--- src/rtl/wb_reg_timeout.sv ---
// Registered Wishbone pipeline stage with a downstream response timeout.
// Every output is a flop; a silent slave is answered with an error after TIMEOUT_CYCLES.
module wb_reg_timeout #(
    parameter int unsigned DATA_WIDTH     = 32,
    parameter int unsigned ADDR_WIDTH     = 32,
    parameter int unsigned SELECT_WIDTH   = DATA_WIDTH / 8,
    parameter int unsigned TIMEOUT_CYCLES = 16
) (
    input  logic                    clk,
    input  logic                    rst,

    input  logic [ADDR_WIDTH-1:0]   wbm_adr_i,
    input  logic [DATA_WIDTH-1:0]   wbm_dat_i,
    output logic [DATA_WIDTH-1:0]   wbm_dat_o,
    input  logic                    wbm_we_i,
    input  logic [SELECT_WIDTH-1:0] wbm_sel_i,
    input  logic                    wbm_stb_i,
    output logic                    wbm_ack_o,
    output logic                    wbm_err_o,
    output logic                    wbm_rty_o,
    input  logic                    wbm_cyc_i,

    output logic [ADDR_WIDTH-1:0]   wbs_adr_o,
    input  logic [DATA_WIDTH-1:0]   wbs_dat_i,
    output logic [DATA_WIDTH-1:0]   wbs_dat_o,
    output logic                    wbs_we_o,
    output logic [SELECT_WIDTH-1:0] wbs_sel_o,
    output logic                    wbs_stb_o,
    input  logic                    wbs_ack_i,
    input  logic                    wbs_err_i,
    input  logic                    wbs_rty_i,
    output logic                    wbs_cyc_o,

    output logic                    timeout_o
);

    localparam int unsigned CNT_RAW = $clog2(TIMEOUT_CYCLES + 1);
    localparam int unsigned CNT_W   = (CNT_RAW < 1) ? 1 : CNT_RAW;
    localparam bit          TMO_EN  = (TIMEOUT_CYCLES != 0);

    typedef enum logic [1:0] {
        IDLE   = 2'd0,
        ACTIVE = 2'd1,
        RESP   = 2'd2
    } state_t;

    state_t state_q, state_d;

    logic [CNT_W-1:0]        cnt_q, cnt_d;
    logic [ADDR_WIDTH-1:0]   adr_q, adr_d;
    logic [DATA_WIDTH-1:0]   wdat_q, wdat_d;
    logic [DATA_WIDTH-1:0]   rdat_q, rdat_d;
    logic                    we_q, we_d;
    logic [SELECT_WIDTH-1:0] sel_q, sel_d;
    logic                    stb_q, stb_d;
    logic                    ack_q, ack_d;
    logic                    err_q, err_d;
    logic                    rty_q, rty_d;
    logic                    tmo_q, tmo_d;

    logic start, abort, resp_in, tmo_fire;

    // Event decode shared by next-state and output logic; abort outranks a
    // response, and a response outranks a timeout in the same cycle.
    always_comb begin
        start    = wbm_cyc_i && wbm_stb_i;
        abort    = !wbm_cyc_i;
        resp_in  = wbs_ack_i || wbs_err_i || wbs_rty_i;
        tmo_fire = TMO_EN && (cnt_q == CNT_W'(1));
    end

    always_ff @(posedge clk) begin
        if (rst) begin
            state_q <= IDLE;
            cnt_q   <= '0;
            adr_q   <= '0;
            wdat_q  <= '0;
            rdat_q  <= '0;
            we_q    <= 1'b0;
            sel_q   <= '0;
            stb_q   <= 1'b0;
            ack_q   <= 1'b0;
            err_q   <= 1'b0;
            rty_q   <= 1'b0;
            tmo_q   <= 1'b0;
        end else begin
            state_q <= state_d;
            cnt_q   <= cnt_d;
            adr_q   <= adr_d;
            wdat_q  <= wdat_d;
            rdat_q  <= rdat_d;
            we_q    <= we_d;
            sel_q   <= sel_d;
            stb_q   <= stb_d;
            ack_q   <= ack_d;
            err_q   <= err_d;
            rty_q   <= rty_d;
            tmo_q   <= tmo_d;
        end
    end

    always_comb begin
        state_d = state_q;
        case (state_q)
            IDLE: begin
                if (start) state_d = ACTIVE;
            end
            ACTIVE: begin
                if (abort)                   state_d = IDLE;
                else if (resp_in || tmo_fire) state_d = RESP;
            end
            RESP:    state_d = IDLE;
            default: state_d = IDLE;
        endcase
    end

    always_comb begin
        cnt_d  = cnt_q;
        adr_d  = adr_q;
        wdat_d = wdat_q;
        rdat_d = rdat_q;
        we_d   = we_q;
        sel_d  = sel_q;
        stb_d  = stb_q;
        ack_d  = 1'b0;
        err_d  = 1'b0;
        rty_d  = 1'b0;
        tmo_d  = 1'b0;
        case (state_q)
            IDLE: begin
                if (start) begin
                    adr_d  = wbm_adr_i;
                    wdat_d = wbm_dat_i;
                    we_d   = wbm_we_i;
                    sel_d  = wbm_sel_i;
                    stb_d  = 1'b1;
                    cnt_d  = CNT_W'(TIMEOUT_CYCLES);
                end
            end
            ACTIVE: begin
                if (abort) begin
                    stb_d = 1'b0;
                end else if (resp_in) begin
                    stb_d  = 1'b0;
                    rdat_d = wbs_dat_i;
                    ack_d  = wbs_ack_i;
                    err_d  = !wbs_ack_i && wbs_err_i;
                    rty_d  = !wbs_ack_i && !wbs_err_i && wbs_rty_i;
                end else if (tmo_fire) begin
                    stb_d = 1'b0;
                    err_d = 1'b1;
                    tmo_d = 1'b1;
                end else if (TMO_EN) begin
                    cnt_d = cnt_q - CNT_W'(1);
                end
            end
            default: ;
        endcase
    end

    // Strobe and cycle always move together, so one flop drives both.
    always_comb begin
        wbs_adr_o = adr_q;
        wbs_dat_o = wdat_q;
        wbs_we_o  = we_q;
        wbs_sel_o = sel_q;
        wbs_stb_o = stb_q;
        wbs_cyc_o = stb_q;
        wbm_dat_o = rdat_q;
        wbm_ack_o = ack_q;
        wbm_err_o = err_q;
        wbm_rty_o = rty_q;
        timeout_o = tmo_q;
    end

endmodule

--- config.mk ---
export PLATFORM = sky130hd
export DESIGN_NAME = wb_reg_timeout
export DESIGN_NICKNAME = d
export VERILOG_FILES = /design/src/rtl/wb_reg_timeout.sv
export SDC_FILE = /design/constraint.sdc
export NUM_CORES = 1
export LEC_CHECK = 0
export CORE_ASPECT_RATIO = 0.6
export CORE_MARGIN = 2
export CORE_UTILIZATION = 60
export DETAILED_ROUTE_END_ITERATION = 7
export DONT_BUFFER_PORTS = 1
export PLACE_DENSITY = 0.76
export SLEW_MARGIN = 20
export SYNTH_ARGS = -nofsm -noshare
export SYNTH_HDL_FRONTEND = slang
export SYNTH_SLANG_ARGS = --single-unit
--- constraint.sdc ---
create_clock -name clk -period 4.4 [get_ports clk]
set_input_delay 1.1 -clock clk [delete_from_list [all_inputs] [get_ports clk]]
set_output_delay 1.1 -clock clk [all_outputs]
set_load 0.02 [all_outputs]
==> run_summary.xml, run 1 <==
<?xml version="1.0" encoding="UTF-8"?>
<metrics>
  <group name="run_status">
    <metric name="run_status" unit="">completed</metric>
  </group>
  <group name="final_layout">
    <metric name="share_of_cells_above_drive_strength_1" unit="%">7.82</metric>
    <metric name="antenna_cells" unit="">0</metric>
    <metric name="fin_util" unit="%">74.0</metric>
    <metric name="number_of_nets_in_the_final_layout" unit="">596</metric>
    <metric name="layout.cells.non_filler" unit="">583</metric>
    <metric name="n_fill_cell" unit="">480</metric>
    <metric name="sequential_cell_area" unit="sq um">2260</metric>
    <metric name="area_growth_syn_to_layout" unit="%">16.3</metric>
    <metric name="multi_input_comb_area" unit="sq um">1580</metric>
  </group>
  <group name="global_route">
    <metric name="gr-usage-all-layers" unit="%">24.7</metric>
    <metric name="global_route_wire_length_before_repair" unit="mm">13.8</metric>
    <metric name="globalRoute.totalOverflow" unit="">0</metric>
    <metric name="largest_net_degree_at_the_start_of_global_routing" unit="">111</metric>
    <metric name="antenna_found_initial" unit="">0</metric>
    <metric name="first_global_vias" unit="">2861</metric>
  </group>
  <group name="sta">
    <metric name="grt_setup_unrepaired" unit="">no</metric>
    <metric name="setup_violations" unit="">0</metric>
    <metric name="report.final.slew_viol_count" unit="">0</metric>
    <metric name="finalCriticalPeriod" unit="ns">2.19</metric>
    <metric name="timing.setup.tns" unit="ns">0</metric>
    <metric name="tightest_slew" unit="ns">1.06</metric>
    <metric name="hold_ws" unit="ns">0.505</metric>
    <metric name="final_min_period_over_clock_period" unit="%">49.7</metric>
    <metric name="post_route_clock_skew" unit="ns">0.00759</metric>
    <metric name="timing.fmax" unit="MHz">458</metric>
    <metric name="final_hold_violating_endpoints" unit="">0</metric>
    <metric name="timing.slew.headroom" unit="%">29.4</metric>
  </group>
  <group name="synth">
    <metric name="asyncSetResetFlopFracSynth" unit="%">0</metric>
    <metric name="synthCells" unit="">500</metric>
    <metric name="synth_common_cells" unit="">nand2_1, dfxtp_1, a21oi_1</metric>
    <metric name="ys_dominant_reg_cell" unit="">dfxtp_1</metric>
    <metric name="synth-seq-cells" unit="">113</metric>
    <metric name="ys_top_cells_by_area" unit="">dfxtp_1, nand2_1, a21oi_1</metric>
    <metric name="synth.distinct_cells" unit="">27</metric>
    <metric name="postSynthNetCount" unit="">610</metric>
    <metric name="yosys.area.top_type_share" unit="%">56.7</metric>
    <metric name="mapped_area" unit="sq um">3990</metric>
    <metric name="edff_count_synth" unit="">0</metric>
    <metric name="ys_warn_count" unit="">0</metric>
    <metric name="synthDominantAreaCellType" unit="">dfxtp_1</metric>
    <metric name="cell_with_the_most_instances_after_synthesis" unit="">nand2_1</metric>
    <metric name="synth_area_per_cell" unit="sq um">7.98</metric>
    <metric name="post_synthesis_sequential_area_ratio" unit="%">56.7</metric>
  </group>
  <group name="clock_tree">
    <metric name="cts_num_sinks" unit="">113</metric>
    <metric name="h-tree-depth" unit="">4</metric>
    <metric name="quantity_of_gates_resized_following_cts" unit="">0</metric>
    <metric name="tritoncts" unit="">yes</metric>
    <metric name="cts-buffers-inserted" unit="">17</metric>
    <metric name="post_cts_buffers" unit="">0</metric>
    <metric name="cts-hold-fix-buffers" unit="">0</metric>
    <metric name="clock_latency" unit="ns">0.51</metric>
    <metric name="clk_path_buf_depth" unit="">2</metric>
    <metric name="cts_clock_pin_slew_for_the_worst_setup_and_hold_paths" unit="ns">0.05</metric>
    <metric name="cts.root.buffer_cell" unit="">clkbuf_8</metric>
  </group>
  <group name="flow_run">
    <metric name="cap_violations" unit="">0</metric>
  </group>
  <group name="power_and_ir_drop">
    <metric name="internal_power" unit="W">0.00215</metric>
    <metric name="switching_power" unit="W">0.000572</metric>
    <metric name="clock_share_of_power" unit="%">55.4</metric>
    <metric name="leakage_power" unit="nW">1.65</metric>
    <metric name="swShare" unit="%">21.0</metric>
    <metric name="seqPwrFrac" unit="%">41.6</metric>
    <metric name="total_power" unit="W">0.00273</metric>
    <metric name="power_frac_comb" unit="%">3.1</metric>
    <metric name="ir_drop" unit="mV">0.390</metric>
    <metric name="power_density" unit="nW/um^2">587</metric>
  </group>
  <group name="placed_design">
    <metric name="io_buffers" unit="">0</metric>
    <metric name="dp.cells" unit="">551</metric>
    <metric name="hpwl" unit="mm">6.38</metric>
    <metric name="gp_routability_congestion" unit="">0.700</metric>
  </group>
  <group name="floorplan">
    <metric name="initial_core_util" unit="%">63.6</metric>
    <metric name="rows" unit="">22</metric>
    <metric name="die-height" unit="microns">67.2</metric>
    <metric name="fp.coreArea" unit="sq um">6280</metric>
    <metric name="number_of_top_level_design_ports" unit="">215</metric>
    <metric name="die_area" unit="sq um">7340</metric>
    <metric name="floorplan.die.width" unit="microns">109</metric>
  </group>
  <group name="worst_setup_path">
    <metric name="arrival" unit="ns">1.09</metric>
    <metric name="setup.worst_path.end_class" unit="">output pin</metric>
    <metric name="critical_path.startpoint_type" unit="">flip-flop</metric>
    <metric name="critical_path_peak_fanout" unit="">3</metric>
    <metric name="worstSetupPathType" unit="">flip-flop to output pin</metric>
    <metric name="data_required_time_at_the_worst_endpoint" unit="ns">3.30</metric>
  </group>
  <group name="drt">
    <metric name="drt_iter0_markers" unit="">276</metric>
    <metric name="dr.pass1.iters" unit="">6</metric>
    <metric name="routed-via-count" unit="">3199</metric>
    <metric name="detail_route.wl_per_cell" unit="microns">16.1</metric>
    <metric name="drc" unit="">0</metric>
    <metric name="drt-total-wl" unit="mm">9.36</metric>
    <metric name="via_per_inst" unit="">5.49</metric>
    <metric name="drtAntennaViolNets" unit="">0</metric>
  </group>
  <group name="min_path">
    <metric name="min-delay-path-class" unit="">flip-flop to flip-flop</metric>
  </group>
</metrics>
metal layers:
layer	routed length [microns]	vias up	global-route usage (%)
li1	-	1597	-
met5	0	-	0
met2	4650	129	41.5
met1	3620	1462	28.1
met4	90	0	8.70
met3	1000	11	11.7
cell usage in the layout, fill, tap and decap left out:
cell        Yosys  final
or4b_4          1      1
nor4b_1         1      1
o21ai_1         3      3
clkinvlp_4      0      2
a41oi_1         1      1
mux2i_1         1      1
clkbuf_1       24      3
bufinv_16       0      6
o41ai_2         1      1
nor4bb_4        0      1
nor2_1         12     12
o21a_1          1      1
nand2b_1        1      1
a41oi_2         1      1
or3_1           1      1
dfxtp_1       113    113
nor2b_1         1      1
clkbuf_8        0      3
inv_1           3      3
nand3_2         0      2
and3_1          2      2
a21oi_1       105    105
nand2_1       203    203
ha_1            2      2
buf_4           1      3
clkinv_2        0      2
and4_4          1      1
nor3_1          4      4
clkbuf_16       0     16
nand3b_1        3      3
final timing paths:
check | slack (ns) | start | cells past startpoint | end
min | 0.51 | cnt_q[4]$_SDFFE_PP0P_ | 1 | cnt_q[4]$_SDFFE_PP0P_
max | 2.21 | wbs_cyc_o$_SDFFE_PP0P_ | 0 | wbs_stb_o
max reg2reg | 2.22 | state_q[0]$_SDFFE_PP0P_ | 4 | wbm_dat_o[25]$_SDFFE_PP0P_
min reg2reg | 0.51 | cnt_q[4]$_SDFFE_PP0P_ | 1 | cnt_q[4]$_SDFFE_PP0P_
kinds of logic after synthesis:
group / after synthesis / share of synthesized area (%)
compound gates: 112 / 14.8
fa+ha+maj: 2 / 0.627
buf+inv: 39 / 4.26
flops: 113 / 56.7
mux: 1 / 0.251
simple gates: 233 / 23.4
flip-flops by register name, summed over array words and instances, names as in the netlist:
| name | cells |
|---|---|
| wbs_adr_o | 32 |
| wbm_ack_o | 1 |
| timeout_o | 1 |
| wbs_cyc_o | 1 |
| wbm_rty_o | 1 |
| cnt_q | 5 |
| state_q | 2 |
| wbs_dat_o | 32 |
| wbm_err_o | 1 |
| wbs_sel_o | 4 |
| wbm_dat_o | 32 |
| wbs_we_o | 1 |
through the flow:
stage	setup slack (ns)	cell area, sq um
after CTS	2.20	4640
after detailed placement	1.88	3990
after floorplan	2.21	3990
after global routing	2.01	4640
final	2.21	4640
after global placement	1.64	3980
power groups by stage:
stage                     sequential (W)  combinational (W)  clock (W)
after floorplan                  0.00115          0.0000849          0
after global placement           0.00115          0.0000791          0
after detailed placement         0.00116          0.0000843          0
after CTS                        0.00113          0.0000847    0.00152
after global routing             0.00114          0.0000962    0.00159
final                            0.00113          0.0000836    0.00151
area by class of cell:
class / instances / area share, %
flip-flops and latches: 113 / 48.7
multi-input cells: 348 / 34.1
clock buffers: 22 / 9.75
clock inverters: 10 / 4.42
well taps: 84 / 2.26
repair buffers: 3 / 0.485
inverters: 3 / 0.243
No activity file was read; power rests on OpenSTA's default activity.
==> run 2: changes to the inputs <==
clock period = 2.05 ns   (was 4.4 ns; I/O delays follow)
==> run_summary.xml, run 2 (same netlist as run 1, synthesis figures left out) <==
<?xml version="1.0" encoding="UTF-8"?>
<metrics>
  <group name="min_path">
    <metric name="whs_path_depth" unit="">1</metric>
    <metric name="worst_hold_startpoint" unit="">rst</metric>
    <metric name="min-delay-path-class" unit="">input pin to flip-flop</metric>
    <metric name="hold_end" unit="">wbs_adr_o[31]$_SDFFE_PP0P_</metric>
  </group>
  <group name="drt">
    <metric name="routed-via-count" unit="">3201</metric>
    <metric name="drt-total-wl" unit="mm">9.56</metric>
    <metric name="drt_iter0_markers" unit="">168</metric>
    <metric name="detail_route.wl_per_cell" unit="microns">16.3</metric>
    <metric name="dr.pass1.iters" unit="">5</metric>
    <metric name="drtAntennaViolNets" unit="">0</metric>
    <metric name="via_per_inst" unit="">5.46</metric>
    <metric name="drc" unit="">0</metric>
  </group>
  <group name="floorplan">
    <metric name="floorplan.die.width" unit="microns">109</metric>
    <metric name="die_area" unit="sq um">7340</metric>
    <metric name="die-height" unit="microns">67.2</metric>
    <metric name="rows" unit="">22</metric>
    <metric name="number_of_top_level_design_ports" unit="">215</metric>
    <metric name="fp.coreArea" unit="sq um">6280</metric>
    <metric name="initial_core_util" unit="%">63.6</metric>
  </group>
  <group name="global_route">
    <metric name="global_route_wire_length_before_repair" unit="mm">13.7</metric>
    <metric name="globalRoute.totalOverflow" unit="">0</metric>
    <metric name="first_global_vias" unit="">2924</metric>
    <metric name="antenna_found_initial" unit="">0</metric>
    <metric name="largest_net_degree_at_the_start_of_global_routing" unit="">111</metric>
    <metric name="gr-usage-all-layers" unit="%">24.7</metric>
  </group>
  <group name="placed_design">
    <metric name="detailed_place.area" unit="sq um">4040</metric>
    <metric name="io_buffers" unit="">0</metric>
    <metric name="gp_routability_congestion" unit="">0.736</metric>
    <metric name="hpwl" unit="mm">6.53</metric>
  </group>
  <group name="worst_setup_path">
    <metric name="crit_path_top_delay_cell" unit="">or4b_4</metric>
    <metric name="worstSetupPathType" unit="">flip-flop to flip-flop</metric>
    <metric name="end_of_the_worst_register_to_register_path" unit="">cnt_q[4]$_SDFFE_PP0P_</metric>
    <metric name="setup.worst_path.end_class" unit="">flip-flop</metric>
    <metric name="reg2reg_depth" unit="">6</metric>
    <metric name="crit_family" unit="">simple AND/OR/NAND/NOR gates</metric>
    <metric name="worst_path_largest_cell_delay" unit="ns">0.49</metric>
    <metric name="critical_path.startpoint_type" unit="">flip-flop</metric>
    <metric name="arrival" unit="ns">2.16</metric>
    <metric name="critical_path_peak_fanout" unit="">5</metric>
    <metric name="timing.rr.start" unit="">cnt_q[1]$_SDFFE_PP0P_</metric>
    <metric name="timing.critical_path.cells" unit="">inv_1, ha_1, or4b_4, a41oi_2, nor2_1, o21a_1</metric>
    <metric name="worst-r2r-setup-slack" unit="ns">0.28</metric>
    <metric name="worstPathBufferInverterCount" unit="">1</metric>
    <metric name="data_required_time_at_the_worst_endpoint" unit="ns">2.45</metric>
  </group>
  <group name="clock_tree">
    <metric name="quantity_of_gates_resized_following_cts" unit="">0</metric>
    <metric name="cts-hold-fix-buffers" unit="">0</metric>
    <metric name="cts.root.buffer_cell" unit="">clkbuf_8</metric>
    <metric name="cts_clock_pin_slew_for_the_worst_setup_and_hold_paths" unit="ns">0.05</metric>
    <metric name="post_cts_buffers" unit="">0</metric>
    <metric name="cts-buffers-inserted" unit="">17</metric>
    <metric name="tritoncts" unit="">yes</metric>
    <metric name="clk_path_buf_depth" unit="">2</metric>
    <metric name="h-tree-depth" unit="">4</metric>
    <metric name="cts_num_sinks" unit="">113</metric>
    <metric name="clock_latency" unit="ns">0.51</metric>
  </group>
  <group name="final_layout">
    <metric name="n_fill_cell" unit="">490</metric>
    <metric name="area_growth_syn_to_layout" unit="%">15.0</metric>
    <metric name="number_of_nets_in_the_final_layout" unit="">599</metric>
    <metric name="design_area" unit="sq um">4590</metric>
    <metric name="share_of_cells_above_drive_strength_1" unit="%">7.77</metric>
    <metric name="most_common_cell_after_layout_fill_and_taps_aside" unit="">nand2_1</metric>
    <metric name="antenna_cells" unit="">0</metric>
    <metric name="commonest_cells_after_routing_fill_and_taps_aside" unit="">nand2_1, dfxtp_1, a21oi_1, clkbuf_16, nor2_1</metric>
  </group>
  <group name="power_and_ir_drop">
    <metric name="total_power" unit="W">0.00529</metric>
    <metric name="leakage_power" unit="nW">1.64</metric>
    <metric name="ir_drop" unit="mV">0.646</metric>
    <metric name="power_density" unit="nW/um^2">1150</metric>
  </group>
  <group name="sta">
    <metric name="grt_setup_unrepaired" unit="">no</metric>
    <metric name="setup_violations" unit="">0</metric>
    <metric name="timing.slew.headroom" unit="%">71.6</metric>
    <metric name="timing.setup.tns" unit="ns">0</metric>
    <metric name="final_hold_violating_endpoints" unit="">0</metric>
    <metric name="final_min_period_over_clock_period" unit="%">86.2</metric>
    <metric name="timing.fmax" unit="MHz">566</metric>
    <metric name="finalCriticalPeriod" unit="ns">1.77</metric>
    <metric name="report.final.slew_viol_count" unit="">0</metric>
    <metric name="post_route_clock_skew" unit="ns">0.00670</metric>
    <metric name="tightest_slew" unit="ns">0.425</metric>
  </group>
  <group name="flow_run">
    <metric name="cap_violations" unit="">0</metric>
  </group>
  <group name="run_status">
    <metric name="run_status" unit="">completed</metric>
  </group>
</metrics>
run 2: final cells by class:
type	count	area, sq um	share of cell area (%)
sequential	113	2260	49.3
multi-input combinational	348	1580	34.4
clock buffer	27	502	10.9
tap	84	105	2.29
timing repair buffer	6	82.6	1.80
clock inverter	5	50.0	1.09
inverter	3	11.3	0.245
run 2: report_power, final:
group / total (W) / internal (W) / switching [W]
registers: 0.00244 / 0.00228 / 0.000153
clock network: 0.00266 / 0.00176 / 0.000907
logic: 0.000191 / 0.0000753 / 0.000116
total: 0.00529 / 0.00411 / 0.00118
run 2: worst register-to-register path, delay by kind of cell (launching register included):
kind	cells	cell delay [ns]
simple gates	2	0.58
compound gates	2	0.51
flops	1	0.30
fa+ha+maj	1	0.15
buf+inv	1	0.11
run 2: layer usage:
layer  track usage, %  share of wire (%)  up-vias
li1                 -                  -     1606
met1             27.0                 39     1447
met2             42.4                 49      134
met3             11.4                 11       14
met4             9.97               0.98        0
met5                0                  0        -
run 2: metrics by stage:
step | util, % | instances | hold slack [ns] | setup slack [ns]
2_1_floorplan | - | 500 | 0.462 | 0.376
3_3_place_gp | 64.4 | 554 | 0.481 | 0.377
3_5_place_dp | 64.4 | 554 | 0.500 | 0.287
4_1_cts | 73.2 | 586 | 0.0607 | 0.283
5_1_grt | 73.2 | 586 | 0.0514 | 0.185
6_report | 73.2 | 586 | 0.0726 | 0.283
run 2: worst max path at each step:
stage | slack [ns] | start | cells after the start | end
3_5_place_dp | 0.29 | cnt_q[1]$_SDFFE_PP0P_ | 6 | cnt_q[4]$_SDFFE_PP0P_
2_1_floorplan | 0.38 | cnt_q[1]$_SDFFE_PP0P_ | 7 | cnt_q[4]$_SDFFE_PP0P_
5_1_grt | 0.19 | cnt_q[1]$_SDFFE_PP0P_ | 6 | cnt_q[4]$_SDFFE_PP0P_
6_report | 0.28 | cnt_q[1]$_SDFFE_PP0P_ | 6 | cnt_q[4]$_SDFFE_PP0P_
3_3_place_gp | 0.38 | cnt_q[1]$_SDFFE_PP0P_ | 6 | cnt_q[4]$_SDFFE_PP0P_
4_1_cts | 0.28 | cnt_q[1]$_SDFFE_PP0P_ | 6 | cnt_q[4]$_SDFFE_PP0P_
==> run 3: changes to the inputs <==
CAP_MARGIN = 20   (was default)
CORE_UTILIZATION = 55   (was 60)
GPL_TIMING_DRIVEN = 1   (was default)
PLACE_DENSITY = 0.7   (was 0.76)
==> run_summary.xml, run 3 (same netlist as run 1, synthesis figures left out) <==
<?xml version="1.0" encoding="UTF-8"?>
<metrics>
  <group name="run_status">
    <metric name="run_status" unit="">completed</metric>
  </group>
  <group name="global_route">
    <metric name="largest_net_degree_at_the_start_of_global_routing" unit="">111</metric>
    <metric name="global_route_wire_length_before_repair" unit="mm">15.2</metric>
    <metric name="first_global_vias" unit="">3169</metric>
    <metric name="antenna_found_initial" unit="">0</metric>
    <metric name="globalRoute.totalOverflow" unit="">0</metric>
    <metric name="gr-usage-all-layers" unit="%">24.5</metric>
  </group>
  <group name="final_layout">
    <metric name="n_fill_cell" unit="">568</metric>
    <metric name="antenna_cells" unit="">0</metric>
    <metric name="share_of_cells_above_drive_strength_1" unit="%">7.58</metric>
    <metric name="commonest_cells_after_routing_fill_and_taps_aside" unit="">nand2_1, dfxtp_1, a21oi_1, clkbuf_16, nor2_1</metric>
    <metric name="most_common_cell_after_layout_fill_and_taps_aside" unit="">nand2_1</metric>
    <metric name="number_of_nets_in_the_final_layout" unit="">598</metric>
    <metric name="fin_util" unit="%">67.6</metric>
    <metric name="design_area" unit="sq um">4630</metric>
    <metric name="area_growth_syn_to_layout" unit="%">16.1</metric>
  </group>
  <group name="floorplan">
    <metric name="floorplan.die.width" unit="microns">114</metric>
    <metric name="fp.coreArea" unit="sq um">6850</metric>
    <metric name="initial_core_util" unit="%">58.3</metric>
    <metric name="rows" unit="">23</metric>
    <metric name="die_area" unit="sq um">7980</metric>
    <metric name="number_of_top_level_design_ports" unit="">215</metric>
    <metric name="die-height" unit="microns">70.0</metric>
  </group>
  <group name="clock_tree">
    <metric name="clk_path_buf_depth" unit="">2</metric>
    <metric name="clock_latency" unit="ns">0.40</metric>
    <metric name="cts-buffers-inserted" unit="">17</metric>
    <metric name="post_cts_buffers" unit="">0</metric>
    <metric name="cts.root.buffer_cell" unit="">clkbuf_16</metric>
    <metric name="cts-hold-fix-buffers" unit="">0</metric>
    <metric name="tritoncts" unit="">yes</metric>
    <metric name="quantity_of_gates_resized_following_cts" unit="">0</metric>
    <metric name="h-tree-depth" unit="">4</metric>
    <metric name="cts_num_sinks" unit="">113</metric>
    <metric name="cts_clock_pin_slew_for_the_worst_setup_and_hold_paths" unit="ns">0.05</metric>
  </group>
  <group name="sta">
    <metric name="tightest_slew" unit="ns">0.426</metric>
    <metric name="final_hold_violating_endpoints" unit="">0</metric>
    <metric name="setup_violations" unit="">0</metric>
    <metric name="grt_setup_unrepaired" unit="">no</metric>
    <metric name="post_route_clock_skew" unit="ns">0.00757</metric>
    <metric name="timing.fmax" unit="MHz">568</metric>
    <metric name="report.final.slew_viol_count" unit="">0</metric>
    <metric name="timing.slew.headroom" unit="%">71.5</metric>
    <metric name="finalCriticalPeriod" unit="ns">1.76</metric>
    <metric name="hold_ws" unit="ns">0.184</metric>
    <metric name="final_min_period_over_clock_period" unit="%">85.8</metric>
    <metric name="timing.setup.tns" unit="ns">0</metric>
  </group>
  <group name="worst_setup_path">
    <metric name="critical_path.startpoint_type" unit="">flip-flop</metric>
    <metric name="worst_path_largest_cell_delay" unit="ns">0.49</metric>
    <metric name="worstSetupPathType" unit="">flip-flop to flip-flop</metric>
    <metric name="setup.worst_path.end_class" unit="">flip-flop</metric>
    <metric name="critical_path_peak_fanout" unit="">5</metric>
    <metric name="crit_path_top_delay_cell" unit="">or4b_4</metric>
    <metric name="data_required_time_at_the_worst_endpoint" unit="ns">2.34</metric>
    <metric name="worst-r2r-setup-slack" unit="ns">0.29</metric>
    <metric name="timing.critical_path.cells" unit="">inv_1, ha_1, or4b_4, a41oi_2, nor2_1, o21a_1</metric>
    <metric name="arrival" unit="ns">2.05</metric>
  </group>
  <group name="drt">
    <metric name="via_per_inst" unit="">5.44</metric>
    <metric name="drt_iter0_markers" unit="">200</metric>
    <metric name="detail_route.wl_per_cell" unit="microns">16.2</metric>
    <metric name="drtAntennaViolNets" unit="">0</metric>
    <metric name="routed-via-count" unit="">3200</metric>
    <metric name="dr.pass1.iters" unit="">5</metric>
    <metric name="drc" unit="">0</metric>
    <metric name="drt-total-wl" unit="mm">9.52</metric>
  </group>
  <group name="placed_design">
    <metric name="io_buffers" unit="">0</metric>
    <metric name="gp_routability_congestion" unit="">0.750</metric>
    <metric name="hpwl" unit="mm">6.56</metric>
    <metric name="detailed_place.area" unit="sq um">4040</metric>
  </group>
  <group name="power_and_ir_drop">
    <metric name="leakage_power" unit="nW">1.65</metric>
    <metric name="power_density" unit="nW/um^2">1190</metric>
    <metric name="ir_drop" unit="mV">0.616</metric>
  </group>
  <group name="min_path">
    <metric name="min-delay-path-class" unit="">input pin to flip-flop</metric>
  </group>
  <group name="flow_run">
    <metric name="cap_violations" unit="">0</metric>
  </group>
</metrics>
[run 3: worst max-delay path, delay by kind of cell, from the launching register on]
kind,cells,cell delay (ns)
AOI/OAI and AO/OA,2,0.51
and+or+nand+nor,2,0.58
buffers and inverters,1,0.10
adders and majority gates,1,0.14
DFF,1,0.31
[run 3: cell type report]
| cell class | count | area [sq um] | area share [%] |
|---|---|---|---|
| tap | 87 | 109 | 2.35 |
| timing repair buffer | 5 | 75.1 | 1.62 |
| sequential | 113 | 2260 | 48.8 |
| clock inverter | 4 | 70.1 | 1.51 |
| clock buffer | 28 | 527 | 11.4 |
| multi-input combinational | 348 | 1580 | 34.1 |
| inverter | 3 | 11.3 | 0.243 |
[run 3: power breakdown]
part / switching, W / leakage (nW) / total [W] / internal (W)
combinational: 0.000115 / 0.441 / 0.000189 / 0.0000739
clock: 0.000896 / 0.295 / 0.00287 / 0.00198
sequential: 0.000153 / 0.919 / 0.00244 / 0.00228
[run 3: final timing paths]
path,from,end,cells after the start
min,rst,wbs_adr_o[2]$_SDFFE_PP0P_,1
max,cnt_q[1]$_SDFFE_PP0P_,cnt_q[4]$_SDFFE_PP0P_,6
min reg2reg,cnt_q[3]$_SDFFE_PP0P_,cnt_q[3]$_SDFFE_PP0P_,2
max reg2reg,cnt_q[1]$_SDFFE_PP0P_,cnt_q[4]$_SDFFE_PP0P_,6
[run 3: through the flow]
| step | cells | power (W) | worst slack [ns] |
|---|---|---|---|
| 6_report | 588 | 0.00550 | 0.290 |
| 5_1_grt | 588 | 0.00572 | 0.186 |
| 4_1_cts | 588 | 0.00554 | 0.288 |
| 3_5_place_dp | 556 | 0.00267 | 0.292 |
| 3_3_place_gp | 556 | 0.00266 | 0.366 |
| 2_1_floorplan | 500 | 0.00264 | 0.376 |
[run 3: routing by layer]
layer	global-route usage (%)	part of all wire (%)	vias up
met5	0	0	-
met4	10.6	1.0	0
met3	12.7	12	8
met2	39.6	49	139
met1	27.0	39	1454
li1	-	-	1599
